<file path="src/rtl/disp_rx_pkg.sv">
// Shared constants for the TLC59282 display-link receiver.
// Pure definitions: no logic, no latency, no flow control.
package disp_rx_pkg;

  localparam int DISP_FRAME_BITS = 256;
  localparam int DISP_MS_US      = 1000;
  localparam int DISP_STALE_MS   = 1000;
  localparam int DISP_LIT_W      = 10;

  // Bit positions of the four link pins inside the synchronizer vector.
  localparam int PIN_SCLK  = 0;
  localparam int PIN_SIN   = 1;
  localparam int PIN_LAT   = 2;
  localparam int PIN_BLANK = 3;
  localparam int PIN_N     = 4;

endpackage

</file>
<file path="src/rtl/disp_rx_sync.sv">
// Two-flop synchronizer plus registered rising-edge detect for W asynchronous pins.
// rise fires 3 clk after a pin toggle; level_sync is aligned with rise; no backpressure.
module disp_rx_sync #(
  parameter int W = 4
) (
  input  logic         clk,
  input  logic         rst,
  input  logic [W-1:0] pin,
  output logic [W-1:0] level_sync,
  output logic [W-1:0] rise
);

  logic [W-1:0] r_meta;
  logic [W-1:0] r_sync;
  logic [W-1:0] r_dly;
  logic [W-1:0] r_rise;

  always_ff @(posedge clk) begin
    if (rst) begin
      r_meta <= '0;
      r_sync <= '0;
      r_dly  <= '0;
      r_rise <= '0;
    end else begin
      r_meta <= pin;
      r_sync <= r_meta;
      r_dly  <= r_sync;
      r_rise <= r_sync & ~r_dly;
    end
  end

  // r_dly lines up with r_rise so data sampled on an edge keeps its pin setup.
  assign level_sync = r_dly;
  assign rise       = r_rise;

endmodule

</file>
<file path="src/rtl/disp_rx.sv">
// TLC59282 link receiver: rebuilds latched frames, measures lit time, flags stale display.
// lat pin rise -> frame_vld/frame_err in 4 clk; pulse/level outputs, no backpressure.
module disp_rx
  import disp_rx_pkg::*;
#(
  parameter int FRAME_BITS = DISP_FRAME_BITS,
  parameter int CNT_W      = 9,
  parameter int STALE_MS   = DISP_STALE_MS
) (
  input  logic                  clk,
  input  logic                  rst,
  input  logic                  tsc_1ppms,
  input  logic                  tsc_1ppus,
  input  logic                  rx_sclk,
  input  logic                  rx_sin,
  input  logic                  rx_lat,
  input  logic                  rx_blank,
  output logic [FRAME_BITS-1:0] frame_data,
  output logic                  frame_vld,
  output logic                  frame_err,
  output logic [CNT_W-1:0]      err_bits,
  output logic [DISP_LIT_W-1:0] lit_us,
  output logic                  lit_vld,
  output logic                  stale
);

  localparam int MS_W = $clog2(STALE_MS + 1);
  localparam logic [CNT_W-1:0]      C_FULL   = CNT_W'(FRAME_BITS);
  localparam logic [CNT_W-1:0]      C_SAT    = CNT_W'(FRAME_BITS + 1);
  localparam logic [MS_W-1:0]       C_STALE  = MS_W'(STALE_MS);
  localparam logic [DISP_LIT_W-1:0] C_US_MAX = '1;

  logic [PIN_N-1:0] w_pins;
  logic [PIN_N-1:0] w_level;
  logic [PIN_N-1:0] w_rise;
  logic             w_sclk_rise;
  logic             w_lat_rise;
  logic             w_sin;
  logic             w_blank;
  logic             w_unused;

  assign w_pins = {rx_blank, rx_lat, rx_sin, rx_sclk};

  disp_rx_sync #(
    .W (PIN_N)
  ) u_sync (
    .clk        (clk),
    .rst        (rst),
    .pin        (w_pins),
    .level_sync (w_level),
    .rise       (w_rise)
  );

  assign w_sclk_rise = w_rise[PIN_SCLK];
  assign w_lat_rise  = w_rise[PIN_LAT];
  assign w_sin       = w_level[PIN_SIN];
  assign w_blank     = w_level[PIN_BLANK];
  assign w_unused    = &{1'b0, w_level[PIN_SCLK], w_level[PIN_LAT],
                         w_rise[PIN_SIN], w_rise[PIN_BLANK]};

  logic [FRAME_BITS-1:0] r_sr;
  logic [CNT_W-1:0]      r_bit_cnt;
  logic [FRAME_BITS-1:0] r_frame_data;
  logic                  r_frame_vld;
  logic                  r_frame_err;
  logic [CNT_W-1:0]      r_err_bits;
  logic [DISP_LIT_W-1:0] r_us_cnt;
  logic [DISP_LIT_W-1:0] r_lit_us;
  logic                  r_lit_vld;
  logic [MS_W-1:0]       r_ms_cnt;

  logic [FRAME_BITS-1:0] w_sr_shift;
  logic [CNT_W-1:0]      w_cnt_shift;
  logic                  w_good;
  logic                  w_us_inc;
  logic [DISP_LIT_W-1:0] w_us_next;

  // The shift is resolved before the latch so a coincident sclk bit joins the frame.
  always_comb begin
    w_sr_shift  = r_sr;
    w_cnt_shift = r_bit_cnt;
    if (w_sclk_rise) begin
      w_sr_shift = {r_sr[FRAME_BITS-2:0], w_sin};
      if (r_bit_cnt != C_SAT) begin
        w_cnt_shift = r_bit_cnt + 1'b1;
      end
    end
    w_good   = w_lat_rise && (w_cnt_shift == C_FULL);
    w_us_inc = tsc_1ppus && !w_blank;
    w_us_next = r_us_cnt;
    if (w_us_inc && (r_us_cnt != C_US_MAX)) begin
      w_us_next = r_us_cnt + 1'b1;
    end
  end

  always_ff @(posedge clk) begin
    if (rst) begin
      r_sr         <= '0;
      r_bit_cnt    <= '0;
      r_frame_data <= '0;
      r_frame_vld  <= 1'b0;
      r_frame_err  <= 1'b0;
      r_err_bits   <= '0;
    end else begin
      r_sr        <= w_sr_shift;
      r_frame_vld <= w_good;
      r_frame_err <= w_lat_rise && !w_good;
      if (w_lat_rise) begin
        r_bit_cnt <= '0;
        if (w_good) begin
          r_frame_data <= w_sr_shift;
        end else begin
          r_err_bits <= w_cnt_shift;
        end
      end else begin
        r_bit_cnt <= w_cnt_shift;
      end
    end
  end

  // A us strobe coincident with the ms strobe counts in the report and seeds the next ms.
  always_ff @(posedge clk) begin
    if (rst) begin
      r_us_cnt  <= '0;
      r_lit_us  <= '0;
      r_lit_vld <= 1'b0;
    end else begin
      r_lit_vld <= tsc_1ppms;
      if (tsc_1ppms) begin
        r_lit_us <= w_us_next;
        r_us_cnt <= DISP_LIT_W'(w_us_inc);
      end else begin
        r_us_cnt <= w_us_next;
      end
    end
  end

  always_ff @(posedge clk) begin
    if (rst) begin
      r_ms_cnt <= '0;
    end else if (w_good) begin
      r_ms_cnt <= '0;
    end else if (tsc_1ppms && (r_ms_cnt != C_STALE)) begin
      r_ms_cnt <= r_ms_cnt + 1'b1;
    end
  end

  assign frame_data = r_frame_data;
  assign frame_vld  = r_frame_vld;
  assign frame_err  = r_frame_err;
  assign err_bits   = r_err_bits;
  assign lit_us     = r_lit_us;
  assign lit_vld    = r_lit_vld;
  assign stale      = (r_ms_cnt == C_STALE);

endmodule

</file>
<file path="config.mk">
export PLATFORM = sky130hd
export DESIGN_NAME = disp_rx
export DESIGN_NICKNAME = d
export VERILOG_FILES = /design/src/rtl/disp_rx_pkg.sv /design/src/rtl/disp_rx_sync.sv /design/src/rtl/disp_rx.sv
export SDC_FILE = /design/constraint.sdc
export NUM_CORES = 1
export LEC_CHECK = 0
export CORE_MARGIN = 5
export CORE_UTILIZATION = 55
export CTS_BUF_LIST = sky130_fd_sc_hd__clkbuf_16
export DETAILED_ROUTE_END_ITERATION = 12
export GPL_TIMING_DRIVEN = 0
export PLACE_DENSITY = 0.83
export SYNTH_ARGS = -nofsm -noshare
export SYNTH_HDL_FRONTEND = slang
export SYNTH_HIERARCHICAL = 1
export SYNTH_SLANG_ARGS = --single-unit
</file>
<file path="constraint.sdc">
create_clock -name clk -period 2.8 [get_ports clk]
set_input_delay 0.56 -clock clk [delete_from_list [all_inputs] [get_ports clk]]
set_output_delay 0.56 -clock clk [all_outputs]
set_load 0.02 [all_outputs]
</file>
; ---- Yosys cells after proc, flatten, opt, wreduce, memory -nomap -nowiden
; Index checks and enable logic that the tools add are counted.
[op_classes]
n_addsub = 3
n_eq_ne = 5
muxes = 5
bitwise = 3
reduce_logical = 12
[ops]
columns = op, n
row1 = 256-bit two-way mux, 1
row2 = "10-bit by 1-bit adder with 10-bit output, second input constant", 2
row3 = "10-bit != test, second input constant", 2
row4 = 9-bit two-way mux, 2
row5 = "10-bit equality test, second input constant", 1
row6 = 10-bit two-way mux, 1
row7 = "9-bit by 1-bit adder with 9-bit output, second input constant", 1
row8 = "9-bit equality test, second input constant", 1
row9 = "9-bit != test, second input constant", 1
row10 = 2-bit OR reduction, 3
row11 = 1-bit logical AND, 5
row12 = 2-bit AND reduction, 2
row13 = 3-bit bitwise AND, 1
row14 = 3-bit NOT, 1
row15 = 1-bit zero test, 2
row16 = 1-bit two-way mux, 1
row17 = 1-bit NOT, 1
[word_totals]
regBits = 578
inputBits = 8
output_inout_bits = 279
elab_cells = 43

; ---- Longest topological paths before layout
; Gate-level depths: netlist of the first run.
[depth]
depth_word = 7
mapped_depth = 9
mapped_depth_nobuf = 7

; ---- Hierarchy
; The synthesis of the first run kept the hierarchy.
[modules_own_cells]
columns = module, instances, cells_per_inst, area_each_um2, seq_area_each_um2
row1 = disp_rx, 1, 1907, 21012.7, 11270.8
row2 = disp_rx_sync, 1, 33, 461.7, 320.3

; ---- Worst setup path before layout of the first run
; Ideal clock, no wire load.
[synth_timing]
path_kind = reg-to-reg
from = reg r_bit_cnt[0]
to = reg r_frame_data[215], in the netlist frame_data[215]
t_arrival_ns = 2.476
t_required_ns = 2.677
path_slack_ns = 0.201
path_stages_with_launch = 9
period_less_slack_ns = 2.599
path_cell_list = dfxtp_1 > ha_1 > and4_4 > or3_1 > a2111oi_4 > nand4_1 > buf_2 > buf_2 > mux2_1
[synth_via]
elab_chain_len = 6
word_cells_on_any_way = 7
classes_between = add/sub (1) / eq/ne (2) / mux (2) / reduce/logical (2)
[synth_lines]
columns = item, line
row1 = "start, declared", disp_rx.sv:62  ; logic [CNT_W-1:0] r_bit_cnt;
row2 = "start signal, assigned", disp_rx.sv:116  ; r_bit_cnt <= w_cnt_shift;
row3 = 9-bit by 1-bit adder with 9-bit output or 9-bit != test (tied branches), "disp_rx.sv:85, disp_rx.sv:84"
row4 = 9-bit two-way mux, disp_rx.sv:84  ; if (r_bit_cnt != C_SAT) begin
row5 = 9-bit two-way mux *, disp_rx.sv:82  ; if (w_sclk_rise) begin
row6 = 9-bit equality test *, disp_rx.sv:88  ; w_good = w_lat_rise && (w_cnt_shift == C_FULL);
row7 = 1-bit logical AND *, disp_rx.sv:88
row8 = 2-bit AND reduction (no line) *, n/a
row9 = "end signal, assigned", disp_rx.sv:111  ; r_frame_data <= w_sr_shift;
row10 = "end, declared", disp_rx.sv:63  ; logic [FRAME_BITS-1:0] r_frame_data;
; Every way passes the cells marked *; elsewhere a longest branch is shown, timed or not.
; A chain may end at the register's enable or synchronous reset.

; ---- Final worst setup path of the first run
[layout_timing]
from = reg r_bit_cnt[1]
to = reg r_frame_data[108], in the netlist frame_data[108]
; The elaborated chain is that of the path after synthesis.

==> results.yml, run 1 <==
run_status:
  outcome: "completed"
clocking:
  cts_buffers: 56
  clock_sinks: 577
  clockRootBuffer: "clkbuf_16"
  cts_max_path_buffers: 3
  cts.hold.buffers_added: 0
  tritoncts: "yes"
  clock_latency_ns: 0.60
  cts_max_level: 2
  clkTransAtPathRegs_ns: 0.06
floorplanning:
  core_area_mm2: 0.0386
  ios: 287
  dieArea_mm2: 0.0430
  die_h_um: 207
  start_util_pct: 55.5
  fp.dieW_um: 207
  rows: 72
synth:
  syn_area_mm2: 0.0214
  yosys_warnings: 6
  syn_area_per_cell_um2: 11.1
  synth_fp_nets: 1949
  postSynthCellCount: 1936
sta:
  rsz0062_at_grt: "false"
  drv_slew: 0
  worst_pin_slew_ns: 0.802
  max_slew_margin_pct: 46.6
  period_share_pct: 95.8
  fin_skew_ns: 0.0134
  finalSetupViolations: 0
  max_freq_mhz: 373
  min_period_ns: 2.68
  hold_violations: 0
finish:
  area.sequential_mm2: 0.0116
  nNetsFinal: 2297
  post-route-util_pct: 69.9
  num-fill-cells: 2756
  syn_to_final_growth_pct: 25.8
  multi_input_area_mm2: 0.00933
  layout_commonest_cell: "dfxtp_1"
  layout-drive-gt1-share_pct: 6.26
  instances_no_fill: 2850
  final_cell_mix: "dfxtp_1 (576), nor2_1 (288), clkdlybuf4s50_1 (284)"
flow_run:
  maxCapViolations: 0
power_and_ir_drop:
  ir_worst_vdd_uv: 512
  power_density_mw_per_mm2: 602
  p_total_mw: 16.2
  total_leakage_power_nw: 10.5
grt:
  grt_pass1_vias: 15100
  grt-ovfl-total: 0
  grt_pass1_wl_um: 77600
  grt_use_met1_pct: 25.8
  grt_max_degree: 16
  met3_usage_pct: 6.51
  antenna_found_initial: 1
  grtUsageMet2_pct: 36.0
  grt_usage_pct: 21.4
  grt-busiest-layer: "met2"
detailed_routing:
  num_vias: 14400
  via_per_inst: 5.06
  wire_per_inst_um: 16.5
  remaining_drc_errors: 0
  first_pass_iters: 6
  antenna_left: 0
  dr.first_iter.drc_count: 516
  wl_um: 47100
placement:
  gp_congestion: 0.830
  placedCellCount: 2740
  dpl.hpwl_um: 33000
  port_buffers: 286
worst_setup_path:
  crit_type: "reg -> reg"
  critPathMaxFanout: 10
  end_kind: "flop"
  setup.worst_path.start_class: "flop"
  worstPathRequired_ns: 3.27
  cp.arrival_ns: 3.16
min_path:
  hold_class: "reg -> reg"
-- flip-flops by register name (all words and copies together) (netlist names), 9 cells and up --
register	count
frame_data	256
r_sr	256
lit_us	10
r_ms_cnt	10
r_us_cnt	10
err_bits	9
r_bit_cnt	9
-- stage by stage --
step | worst slack [ns] | TNS [ns] | hold WS (ns) | area (um2)
final | 0.118 | 0 | 0.405 | 26900
after global routing | 0.00795 | 0 | 0.411 | 26900
after CTS | 0.0248 | 0 | 0.409 | 26800
after detailed placement | -0.916 | -239.94 | 0.397 | 24900
after global placement | -0.821 | -205.42 | 0.394 | 24900
after floorplan | 0.201 | 0 | 0.389 | 21400
-- per-layer routing --
metal / up-vias / part of all wire (%)
li1: 7153 / -
met4: 0 / 3.3
met1: 6856 / 42
met5: - / 0
met2: 322 / 48
met3: 94 / 6.8
-- power by group --
part	switching, mW	leakage, nW	total [mW]	internal, mW
logic	0.241	4.87	0.347	0.107
clock network	3.12	0.982	7.64	4.52
registers	0.0126	4.65	8.24	8.23
total	3.37	10.5	16.2	12.9
-- critical path, stage by stage, from the launching register on --
cell,delay (ns)
dfxtp_1,0.34
inv_1,0.09
ha_1,0.13
nor4bb_1,0.30
a31o_2,0.26
mux2i_4,0.32
nand4_1,0.14
buf_4,0.18
clkbuf_4,0.23
buf_4,0.22
mux2_1,0.33
-- final cells by class --
type,instances,area share [%]
tap,518,2.41
inverter,12,0.167
clock buffer,57,5.29
sequential,577,42.9
antenna,1,0.00929
multi-input combinational,1220,34.6
timing repair buffer,290,10.7
buffer,127,2.19
clock inverter,48,1.70
-- path summary, 6_finish.rpt --
path | cells after the start | startpoint | slack (ns) | endpoint
min reg2reg | 1 | u_sync/level_sync[2] | 0.41 | u_sync/rise[2]
min | 1 | u_sync/level_sync[2] | 0.41 | u_sync/rise[2]
max | 10 | r_bit_cnt[1] | 0.12 | frame_data[108]
max reg2reg | 10 | r_bit_cnt[1] | 0.12 | frame_data[108]
-- what timing repair did --
item | CTS | global route
pin swaps | 2 | 2
buffers inserted | 2 | 2
gates resized for setup | 10 | 54
endpoints found under the setup margin | 279 | 250
gates cloned | 0 | 0
No activity file was read; power rests on OpenSTA's default activity.
==> run 2: changes to the inputs <==
Settings changed: PLACE_DENSITY 0.83 to 0.89.
==> run 2 against run 1 <==
Net effect: global-route usage increased by 0.54 points; clock power down 1%; core utilization hardly changed; first-iteration DRC count is 35% higher; cell area hardly changed; clock skew grew 0.0038 ns; via count increased by 1.5%; sequential share of layout area is essentially flat; highest routed layer unchanged; total power down 0.64%; sequential power is essentially flat; combinational power about the same; flip-flop and latch count unchanged.
==> results.yml, run 2 (synthesis results as in run 1) <==
run_status:
  outcome: "completed"
detailed_routing:
  wire_per_inst_um: 17.2
  num_vias: 14600
  via_per_inst: 5.15
  wl_um: 49000
  antenna_left: 0
  wl_met2_um: 24100
  route.met3.wl_um: 3500
  dr.first_iter.drc_count: 697
  drt-met1-wl_um: 20000
  remaining_drc_errors: 0
  top_layer_used: "met4"
  first_pass_iters: 4
sta:
  setup_tns_ns: 0
  fin_skew_ns: 0.0171
  finalSetupViolations: 0
  drv_slew: 0
  max_slew_margin_pct: 44.6
  worst_pin_slew_ns: 0.831
  fin_ws_ns: 0.0180
  period_share_pct: 99.4
  hold_violations: 0
  max_freq_mhz: 359
  min_period_ns: 2.78
min_path:
  hold_class: "reg -> reg"
  hold_depth: 1
grt:
  grt_usage_pct: 21.9
  grt-ovfl-total: 0
  grt_pass1_wl_um: 79200
  grt_max_degree: 20
  antenna_found_initial: 0
  grt_pass1_vias: 15600
worst_setup_path:
  rr_worst_depth: 9
  crit_chain: "clkbuf_2, nor3_2, a31o_4, mux2i_4, nand4_1, buf_4, clkbuf_4, buf_4, mux2_1"
  end_kind: "flop"
  crit_path_max_incr_delay_ns: 0.45
  setup.worst_path.start_class: "flop"
  worstPathRequired_ns: 3.27
  cp.arrival_ns: 3.25
  critPathMaxFanout: 10
  crit_type: "reg -> reg"
  crit_top_cell: "buf_4"
  slowest_stage: "nor3_2"
clocking:
  clkTransAtPathRegs_ns: 0.06
  tritoncts: "yes"
  clock_sinks: 577
  clock_latency_ns: 0.60
  cts_max_path_buffers: 3
  cts_buffers: 56
  clockRootBuffer: "clkbuf_16"
  cts.hold.buffers_added: 0
  cts_max_level: 2
finish:
  syn_to_final_growth_pct: 25.8
  diodes: 0
  nNetsFinal: 2297
  multi_input_area_mm2: 0.00936
  layout-drive-gt1-share_pct: 5.89
  num-fill-cells: 2697
  layout_commonest_cell: "dfxtp_1"
  area.sequential_mm2: 0.0116
  final_cell_mix: "dfxtp_1 (576), nor2_1 (288), clkdlybuf4s50_1 (285)"
floorplanning:
  rows: 72
  core_area_mm2: 0.0386
  die_h_um: 207
  start_util_pct: 55.5
  ios: 287
  fp.dieW_um: 207
  dieArea_mm2: 0.0430
placement:
  dpl.hpwl_um: 34200
  place_ws_ns: -0.924
  port_buffers: 286
  gp_congestion: 0.849
flow_run:
  maxCapViolations: 0
power_and_ir_drop:
  power_density_mw_per_mm2: 598
  ir_worst_vdd_uv: 488
  total_leakage_power_nw: 10.5
==> run 2: changes by cell type in the layout (fill, tap and decap cells not counted), moves of 2 or more <==
cell	change
clkbuf_1	+3
buf_2	-4
clkinv_2	-5
inv_6	-2
clkinv_4	-2
clkinv_1	+3
buf_4	+3
clkbuf_2	-3
==> run 2: through the flow <==
step           utilization, %  area [um2]  instances  hold slack [ns]  power [mW]
2_1_floorplan               -       21400       1936            0.389        8.66
3_3_place_gp             64.6       24900       2740            0.395        8.75
3_5_place_dp             64.6       24900       2740            0.397        8.76
4_1_cts                  69.5       26800       2840            0.410        16.2
5_1_grt                  69.9       26900       2843            0.410        16.7
6_report                 69.9       26900       2843            0.408        16.1
==> run 2: worst max-delay path: cells and delay by family, from the launching register on <==
family	cells	cell delay, ns
buffers and inverters	4	0.80
flip-flops	1	0.31
AO/OA/AOI/OAI	1	0.27
multiplexers	2	0.69
AND/OR/NAND/NOR	2	0.59
==> run 2: power breakdown <==
part / internal [mW] / total, mW / switching (mW)
registers: 8.23 / 8.24 / 0.0122
logic: 0.107 / 0.350 / 0.243
clock network: 4.45 / 7.53 / 3.08
total: 12.8 / 16.1 / 3.33
==> run 2: final timing paths <==
check,start,end,slack (ns)
min reg2reg,u_sync/level_sync[2],u_sync/rise[2],0.41
max,r_bit_cnt[3],frame_data[234],0.02
min,u_sync/level_sync[2],u_sync/rise[2],0.41
max reg2reg,r_bit_cnt[3],frame_data[234],0.02
==> run 2: layout make-up <==
cell class | instances | area share [%]
multi-input combinational | 1220 | 34.7
sequential | 577 | 42.9
clock inverter | 41 | 1.45
buffer | 126 | 2.20
inverter | 12 | 0.167
timing repair buffer | 291 | 10.8
tap | 518 | 2.41
clock buffer | 58 | 5.39
==> run 2: layer usage <==
layer	global-route usage [%]	vias up
met1	25.3	7003
met4	6.61	0
met3	7.50	101
li1	-	7160
met2	38.5	376
met5	0	-
==> run 2: timing repair <==
item / in CTS / in global routing
buffers inserted: 2 / 3
gates cloned: 0 / 0
resized for setup: 9 / 60
pin swaps: 2 / 1
endpoints found under the setup margin: 276 / 259
==> RTL change (settings of run 2) <==
The parameter `CNT_W` goes from 9 to 18.
--- a/src/rtl/disp_rx.sv
+++ b/src/rtl/disp_rx.sv
@@ -6,3 +6,3 @@
   parameter int FRAME_BITS = DISP_FRAME_BITS,
-  parameter int CNT_W      = 9,
+  parameter int CNT_W      = 18,
   parameter int STALE_MS   = DISP_STALE_MS
Ports: changed (resized err_bits); port bits go from 287 to 296. No check against the original RTL was run, so the function may have changed too.
==> RTL change against run 2 <==
The run now ends with setup timing left; power is 0.66% lower; sequential power is 3.2% higher; clock skew is 2.2 ps lower; die area is 6.2% lower; wire length is 20% higher; area after synthesis is 6.5% lower; cell area is 1.4% higher; sequential cell count is 18 higher; setup slack worse by 230 ps; largest cell class unchanged.
==> RTL change: results (changes against run 2) <==
Outcome: complete, but fails checks
Failing checks: setup timing
Share of cells above drive strength 1: 15.2% (+9.3 points)
Gpl congestion: 0.861 (+1.3%)
Reg2reg start: r_bit_cnt[0]
DR pass1 iterations: 5 (+1)
Worst Hold Endpoint: u_sync/rise[0]
HPWL Detailed: 34.2 mm (about the same)
Worst path slowest cell: dfxtp_4
TritonCTS Buffers: 55 (-1.8%)
Crit Path Max Fanout: 7 (-3)
Final setup viols: 274 (+274)
Seq pwr: 0.00850 W (+3.2%)
Worst R2R Path Depth: 14 (+5)
Final cell count without fillers: 2672 (-6.0%)
P_clk: 0.00701 W (-6.9%)
First-pass GRT wire length: 83.0 mm (+4.8%)
Worst slew pin tran: 913 ps (+82.7 ps)
Final worst slack: -213 ps (-231 ps)
Switch share: 22.3% (+1.6 points)
Vias in the first global route: 15300 (-1.4%)
Pin count of the biggest net entering global routing: 17 (-15%)
Vias: 15500 (+6.0%)
Avg WL per Cell: 22.0 um (+28%)
Mean Syn Cell Area: 11.2 um^2 (+1.6%)
Inst Count DP: 2537 (-7.4%)
Synth Net Count: 1794 (-8.0%)
Nets: 2185 (-4.9%)
LEAKAGE: 9.39 nW (-10%)
Hold_sp: u_sync/level_sync[0]
Worst slack at placement: -852 ps (+72.1 ps)
Largest stage delay, worst path: 420 ps (-30 ps)
FF-to-FF End: frame_data[67]
Cell Area, Placed: 0.0235 mm^2 (-5.5%)
==> RTL change: cell type report <==
type	instances	area, um^2
tap	461	577
fill	2017	8440
sequential	595	11900
multi-input combinational	1042	8500
clock buffer	57	1430
buffer	128	1090
timing repair buffer	340	3510
clock inverter	39	229
inverter	10	37.5
==> RTL change: routing by layer <==
metal | GRT usage, % | share of wire, % | vias to the layer above | routed length [um]
met5 | 0 | 0 | - | 0
met4 | 8.92 | 3.6 | 0 | 2120
met3 | 6.95 | 6.8 | 149 | 4010
met2 | 42.1 | 50 | 633 | 29500
met1 | 30.6 | 39 | 7622 | 23200
li1 | - | - | 7113 | -
==> RTL change: timing repair <==
| action | CTS | global route |
|---|---|---|
| hold endpoints to repair | 0 | 0 |
| setup endpoints to repair | 286 | 298 |
| cloned | 2 | 9 |
| hold buffers | 0 | 0 |
| gates resized for setup | 158 | 179 |
| setup buffers | 19 | 16 |
| pin swaps | 13 | 25 |
==> RTL change: through the flow <==
step | util, % | total power [W] | hold WS [ps]
finish | 76.4 | 0.0160 | 402
global route | 76.4 | 0.0165 | 426
CTS | 72.9 | 0.0159 | 405
detailed placement | 65.9 | 0.00906 | 399
global placement | 65.9 | 0.00905 | 396
floorplan | - | 0.00895 | 389
==> RTL change: how the worst max path moves through the flow <==
stage	startpoint	endpoint	slack, ps	cells after the start
2_1_floorplan	r_bit_cnt[0]	err_bits[10]	50	10
3_3_place_gp	r_bit_cnt[0]	frame_data[108]	-730	10
3_5_place_dp	r_bit_cnt[0]	frame_data[70]	-850	10
4_1_cts	r_bit_cnt[7]	frame_data[11]	-130	14
5_1_grt	r_bit_cnt[0]	frame_data[154]	-310	13
6_report	r_bit_cnt[0]	frame_data[67]	-210	14
